## src/rtl/bus_timer_pkg.sv

```systemverilog
// Shared constants for the bus timer: register offsets, CTRL bit positions,
// the top-level decode nibble, and a byte-lane merge helper.
package bus_timer_pkg;

    localparam logic [2:0] TIMER_CTRL     = 3'd0;
    localparam logic [2:0] TIMER_PRESCALE = 3'd1;
    localparam logic [2:0] TIMER_COUNT    = 3'd2;
    localparam logic [2:0] TIMER_COMPARE  = 3'd3;
    localparam logic [2:0] TIMER_STATUS   = 3'd4;

    localparam int CTRL_EN          = 0;
    localparam int CTRL_IRQ_EN      = 1;
    localparam int CTRL_AUTO_RELOAD = 2;

    localparam logic [3:0] TIMER_DECODE_NIBBLE = 4'b0101;

    function automatic logic [31:0] byte_merge(input logic [31:0] old_val,
                                               input logic [31:0] new_val,
                                               input logic [3:0]  strb);
        logic [31:0] r;
        r = old_val;
        for (int i = 0; i < 4; i++)
            if (strb[i]) r[8*i +: 8] = new_val[8*i +: 8];
        return r;
    endfunction

endpackage

```

## src/rtl/timer_prescaler.sv

```systemverilog
// Prescaler: counts while enabled, emits a one-cycle tick on reaching the
// terminal value and restarts from zero; clr restarts it at any time.
module timer_prescaler #(
    parameter int WIDTH = 16
) (
    input  logic             clk,
    input  logic             rst_n,
    input  logic             en,
    input  logic             clr,
    input  logic [WIDTH-1:0] terminal,
    output logic             tick
);

    logic [WIDTH-1:0] cnt;

    assign tick = en && (cnt == terminal);

    always_ff @(posedge clk or negedge rst_n) begin
        if (!rst_n)
            cnt <= '0;
        else if (clr || tick)
            cnt <= '0;
        else if (en)
            cnt <= cnt + 1'b1;
    end

endmodule

```

## src/rtl/bus_timer.sv

```systemverilog
// Memory-mapped 32-bit timer/compare peripheral on the picorv32 native bus:
// prescaled free-running COUNT, compare MATCH flag and level irq.
module bus_timer
    import bus_timer_pkg::*;
#(
    parameter int          PRESCALE_WIDTH = 16,
    parameter logic [31:0] RESET_COMPARE  = 32'hFFFF_FFFF
) (
    input  logic        clk,
    input  logic        rst_n,
    input  logic        cs,
    input  logic [2:0]  addr,
    input  logic [31:0] wdata,
    input  logic [3:0]  wstrb,
    output logic [31:0] rdata,
    output logic        ready,
    output logic        irq
);

    logic [2:0]                ctrl, ctrl_next;
    logic [PRESCALE_WIDTH-1:0] prescale, prescale_next;
    logic [31:0]               count, count_tick, count_next;
    logic [31:0]               compare, compare_next;
    logic                      match, match_next;
    logic [31:0]               rd_mux;
    logic                      access, wr, presc_clr, tick, hit;

    // One access per cs assertion: the ready cycle blocks a second acknowledge.
    assign access    = cs && !ready;
    assign wr        = access && (wstrb != 4'b0000);
    assign presc_clr = wr && (addr == TIMER_CTRL || addr == TIMER_PRESCALE);

    timer_prescaler #(.WIDTH(PRESCALE_WIDTH)) u_prescaler (
        .clk      (clk),
        .rst_n    (rst_n),
        .en       (ctrl[CTRL_EN]),
        .clr      (presc_clr),
        .terminal (prescale),
        .tick     (tick)
    );

    assign hit = tick && (count == compare);

    always_comb begin
        count_tick = count;
        if (tick)
            count_tick = (hit && ctrl[CTRL_AUTO_RELOAD]) ? 32'd0 : count + 32'd1;

        ctrl_next     = ctrl;
        prescale_next = prescale;
        count_next    = count_tick;
        compare_next  = compare;
        match_next    = match;

        if (wr) begin
            case (addr)
                TIMER_CTRL:     if (wstrb[0]) ctrl_next = wdata[2:0];
                TIMER_PRESCALE: begin
                    for (int i = 0; i < PRESCALE_WIDTH; i++)
                        if (wstrb[i/8]) prescale_next[i] = wdata[i];
                end
                // Unwritten COUNT bytes keep the tick result.
                TIMER_COUNT:    count_next   = byte_merge(count_tick, wdata, wstrb);
                TIMER_COMPARE:  compare_next = byte_merge(compare, wdata, wstrb);
                TIMER_STATUS:   if (wstrb[0] && wdata[0]) match_next = 1'b0;
                default: ;
            endcase
        end

        // A new match beats a simultaneous W1C.
        if (hit) match_next = 1'b1;
    end

    always_comb begin
        rd_mux = '0;
        case (addr)
            TIMER_CTRL:     rd_mux = {29'd0, ctrl};
            TIMER_PRESCALE: rd_mux = 32'(prescale);
            TIMER_COUNT:    rd_mux = count;
            TIMER_COMPARE:  rd_mux = compare;
            TIMER_STATUS:   rd_mux = {31'd0, match};
            default:        rd_mux = '0;
        endcase
    end

    always_ff @(posedge clk or negedge rst_n) begin
        if (!rst_n) begin
            ctrl     <= '0;
            prescale <= '0;
            count    <= '0;
            compare  <= RESET_COMPARE;
            match    <= 1'b0;
            irq      <= 1'b0;
            rdata    <= '0;
            ready    <= 1'b0;
        end else begin
            ctrl     <= ctrl_next;
            prescale <= prescale_next;
            count    <= count_next;
            compare  <= compare_next;
            match    <= match_next;
            irq      <= match_next && ctrl[CTRL_IRQ_EN];
            ready    <= access;
            if (access) rdata <= rd_mux;
        end
    end

endmodule
```

## config.mk

```make
export PLATFORM = sky130hd
export DESIGN_NAME = bus_timer
export DESIGN_NICKNAME = d
export VERILOG_FILES = /design/src/rtl/bus_timer_pkg.sv /design/src/rtl/timer_prescaler.sv /design/src/rtl/bus_timer.sv
export SDC_FILE = /design/constraint.sdc
export NUM_CORES = 1
export LEC_CHECK = 0
export ABC_CLOCK_PERIOD_IN_PS = 4000
export CORE_ASPECT_RATIO = 1.5
export CORE_UTILIZATION = 64
export DETAILED_ROUTE_END_ITERATION = 16
export DONT_BUFFER_PORTS = 1
export PLACE_DENSITY_LB_ADDON = 0.1
export SLEW_MARGIN = 30
export SYNTH_ARGS = -nofsm -noshare
export SYNTH_HDL_FRONTEND = slang
export SYNTH_HIERARCHICAL = 1
export SYNTH_SLANG_ARGS = --single-unit
```

## constraint.sdc

```tcl
create_clock -name clk -period 4 [get_ports clk]
set_clock_uncertainty 0.1 [all_clocks]
set_input_delay 0.2 -clock clk [delete_from_list [all_inputs] [get_ports clk]]
set_output_delay 0.2 -clock clk [all_outputs]
set_load 0.02 [all_outputs]
```

==> impl_metrics.tcl <==
set metrics [dict create \
    min_path_type "input port to flip-flop" \
    rows 46 \
    track_usage_pct 34.7 \
    worst_pin_slew_ps 664 \
    design.core.area_sq_um 10700 \
    synth_seq_area_share_pct 47.6 \
    synth_warnings 6 \
    cts_resized 0 \
    slew_viol_final 0 \
    final_cell_mix "dfrtp_1 (102), nand2_1 (74), mux2_2 (62), xor2_1 (41), dlygate4sd3_1 (40)" \
    path_buf_inv 1 \
    drive_gt1_share_pct 20.8 \
    postCtsHoldBufs 41 \
    clock_path_buffers 2 \
    antenna_found_initial 0 \
    max_stage_delay_ps 720 \
    r2r_cells 10 \
    initial_utilization_pct 66.6 \
    final_common_cell "dfrtp_1" \
    critical_path_peak_fanout 9 \
    hold_depth 2 \
    gr-total-overflow 0 \
    die_w_microns 88.2 \
    nFillCells 749 \
    min-delay-start "wstrb[0]" \
    synth_edf_count 0 \
    dieArea_sq_um 11600 \
    path_cells "xor2_1 > nor4_2 > nand2b_1 > nor4_1 > buf_4 > nand4_1 > or4_1 > o31a_1 > nor3_1 > nor3_1" \
    worst_slack_ps 731 \
    pre_cts_ws_ps 776 \
    ff2ff_setup_slack_ps 730 \
    finalSetupViolCount 0 \
    place.gp.congestion 0.958 \
    post_cts_buffers 0 \
    drt_iter0_drc 447 \
    ctsHtreeMaxLevel 4 \
    ys_ff_latch 134 \
    clk_pin_slew_ps 60 \
    dr.pass1.iters 7 \
    syn-instance-count 675 \
    outcome "finished, final reports clean" \
    io_buffers 0 \
    grt_pass1_wl_mm 30.2 \
    cts.sinks 134 \
    cts_buffers 17 \
    critPathRequiredTime_ps 4170 \
    area_delta_synth_final_pct 15.2 \
    ant_nets 0 \
    r2r_start "u_prescaler/cnt[2]" \
    finalHoldViolations 0 \
    first_global_vias 5792 \
    postSynthAreaPerCell_sq_um 10.6 \
    fmax_mhz 306 \
    post-dp-hpwl_mm 12.6 \
    relSlewSlack_pct 55.7 \
    clk_latency_ps 420 \
    powerDensity_nw_per_um2 567 \
    synthArstFlopShare_pct 100 \
    vias 5553 \
    grt_max_degree 135 \
    routed_wl_mm 18.7 \
    worstSetupPathType "flip-flop to flip-flop" \
    ys.flop_type "dfrtp_1" \
    nets 746 \
    num_antenna_cells 0 \
    worst_setup_path_end_kind "flip-flop" \
    syn_nets 719 \
    fin_crit_sh_pct 81.7 \
    critPathLaunchType "flip-flop" \
    max-vdd-ir-drop_mv 0.379 \
    critical-path-slowest-cell "or4_1" \
    drc 0 \
    path_delay_family "simple AND/OR/NAND/NOR gates" \
    hold_end "ctrl[2]" \
    cap_violations 0 \
    period_needed_ps 3270 \
    path_common_cell "nor3_1" \
    cts_tree "done" \
    die_h_microns 131 \
    ioPinCount 76 \
    syn-cell-area_sq_um 7130 \
    drt-vias-per-instance 6.46 \
    fin_setup_tns_ps 0 \
    cp.arrival_ps 3440 \
    cts_root_buffer "clkbuf_16" \
    wl_per_cell_microns 21.8 \
    leakage_nw 3.34 \
    synth_cell_types 50 \
    grt_setup_unrepaired "false" \
    reg2reg_to "count[31]" \
    cp.depth 10 \
]
cell families after synthesis:
group	Yosys count	share of synthesized area [%]
flip-flops	134	47.6
adder cells (fa/ha/maj)	2	0.351
XOR/XNOR	80	9.83
AO/OA/AOI/OAI	98	9.18
multiplexers	81	12.8
buffers and inverters	52	3.61
AND/OR/NAND/NOR	228	16.6
metrics by stage:
step | hold WS, ps | instances | util (%) | total power, W | area [sq um]
6_report | 16.6 | 859 | 76.7 | 0.00466 | 8210
3_3_place_gp | -193 | 785 | 66.7 | 0.00288 | 7140
5_1_grt | 14.1 | 859 | 76.7 | 0.00487 | 8210
2_1_floorplan | -196 | 675 | - | 0.00270 | 7130
4_1_cts | 1.12 | 858 | 76.5 | 0.00465 | 8190
3_5_place_dp | -193 | 785 | 66.7 | 0.00294 | 7140
power by group:
part | total [W] | leakage [nW] | switching (W) | internal [W]
registers | 0.00212 | 1.63 | 0.000428 | 0.00169
clock network | 0.00162 | 0.303 | 0.000559 | 0.00106
logic | 0.000922 | 1.41 | 0.000460 | 0.000461
cell type report:
cell class	count	area, sq um	share of cell area, %
tap	144	180	2.19
clock buffer	25	505	6.16
inverter	12	45.0	0.549
sequential	134	3390	41.3
clock inverter	7	116	1.42
multi-input combinational	489	3490	42.5
timing repair buffer	48	478	5.82
worst reg2reg max path, cell delays in order, from the launching register on:
cell and delay [ps]:
dfrtp_1 450, xor2_1 200, nor4_2 310, nand2b_1 90
nor4_1 250, buf_4 220, nand4_1 190, or4_1 720
o31a_1 330, nor3_1 180, nor3_1 80
flip-flops by register name, indices dropped and copies added (netlist names), 3 cells and up:
| signal | count |
|---|---|
| compare | 32 |
| count | 32 |
| rdata | 32 |
| prescale | 16 |
| u_prescaler/cnt | 16 |
| ctrl | 3 |
synthesized netlist by cell type (2+ instances only):
cell type    n  area (sq um)
nor2_1      37           139
ha_1         2          25.0
dfstp_2     32           841
mux2_2      62           698
buf_6        6          67.6
o22ai_1      3          18.8
xor2_1      41           359
inv_1       12          45.0
nand4_1     28           175
nor3_1      21           105
a22oi_1     14           105
nor4_2       2          25.0
clkbuf_1    22          82.6
nor4_1      12          75.1
nand2b_1     4          25.0
dfrtp_1    102          2550
or4_1        3          22.5
a22o_1       2          17.5
and4_1       7          61.3
nor4_4       2          42.5
o31ai_1     25           188
nand2_1     74           278
a21oi_1      6          30.0
buf_1        5          18.8
nor3b_1      2          15.0
mux4_2       2          45.0
and3_1       5          31.3
and2_1       2          12.5
a31o_2       5          43.8
xnor2_1     39           342
o31a_1       2          17.5
buf_2        6          30.0
mux2i_1     17           170
o21ai_0     33           165
nand3_1     23           115
metal layers:
metal / track usage (%) / wire length [microns]
met5: 0 / 0
met4: 20.6 / 1010
met3: 8.29 / 1180
met2: 56.5 / 9540
met1: 40.8 / 6970
worst max path at each step:
| stage | startpoint | endpoint | slack (ps) |
|---|---|---|---|
| finish | u_prescaler/cnt[2] | count[31] | 730 |
| global route | u_prescaler/cnt[2] | count[31] | 470 |
| CTS | u_prescaler/cnt[2] | count[31] | 760 |
| detailed placement | u_prescaler/cnt[2] | count[31] | 780 |
| global placement | u_prescaler/cnt[2] | count[31] | 860 |
| floorplan | u_prescaler/cnt[2] | count[24] | 990 |
(Power assumes the default switching activity.)
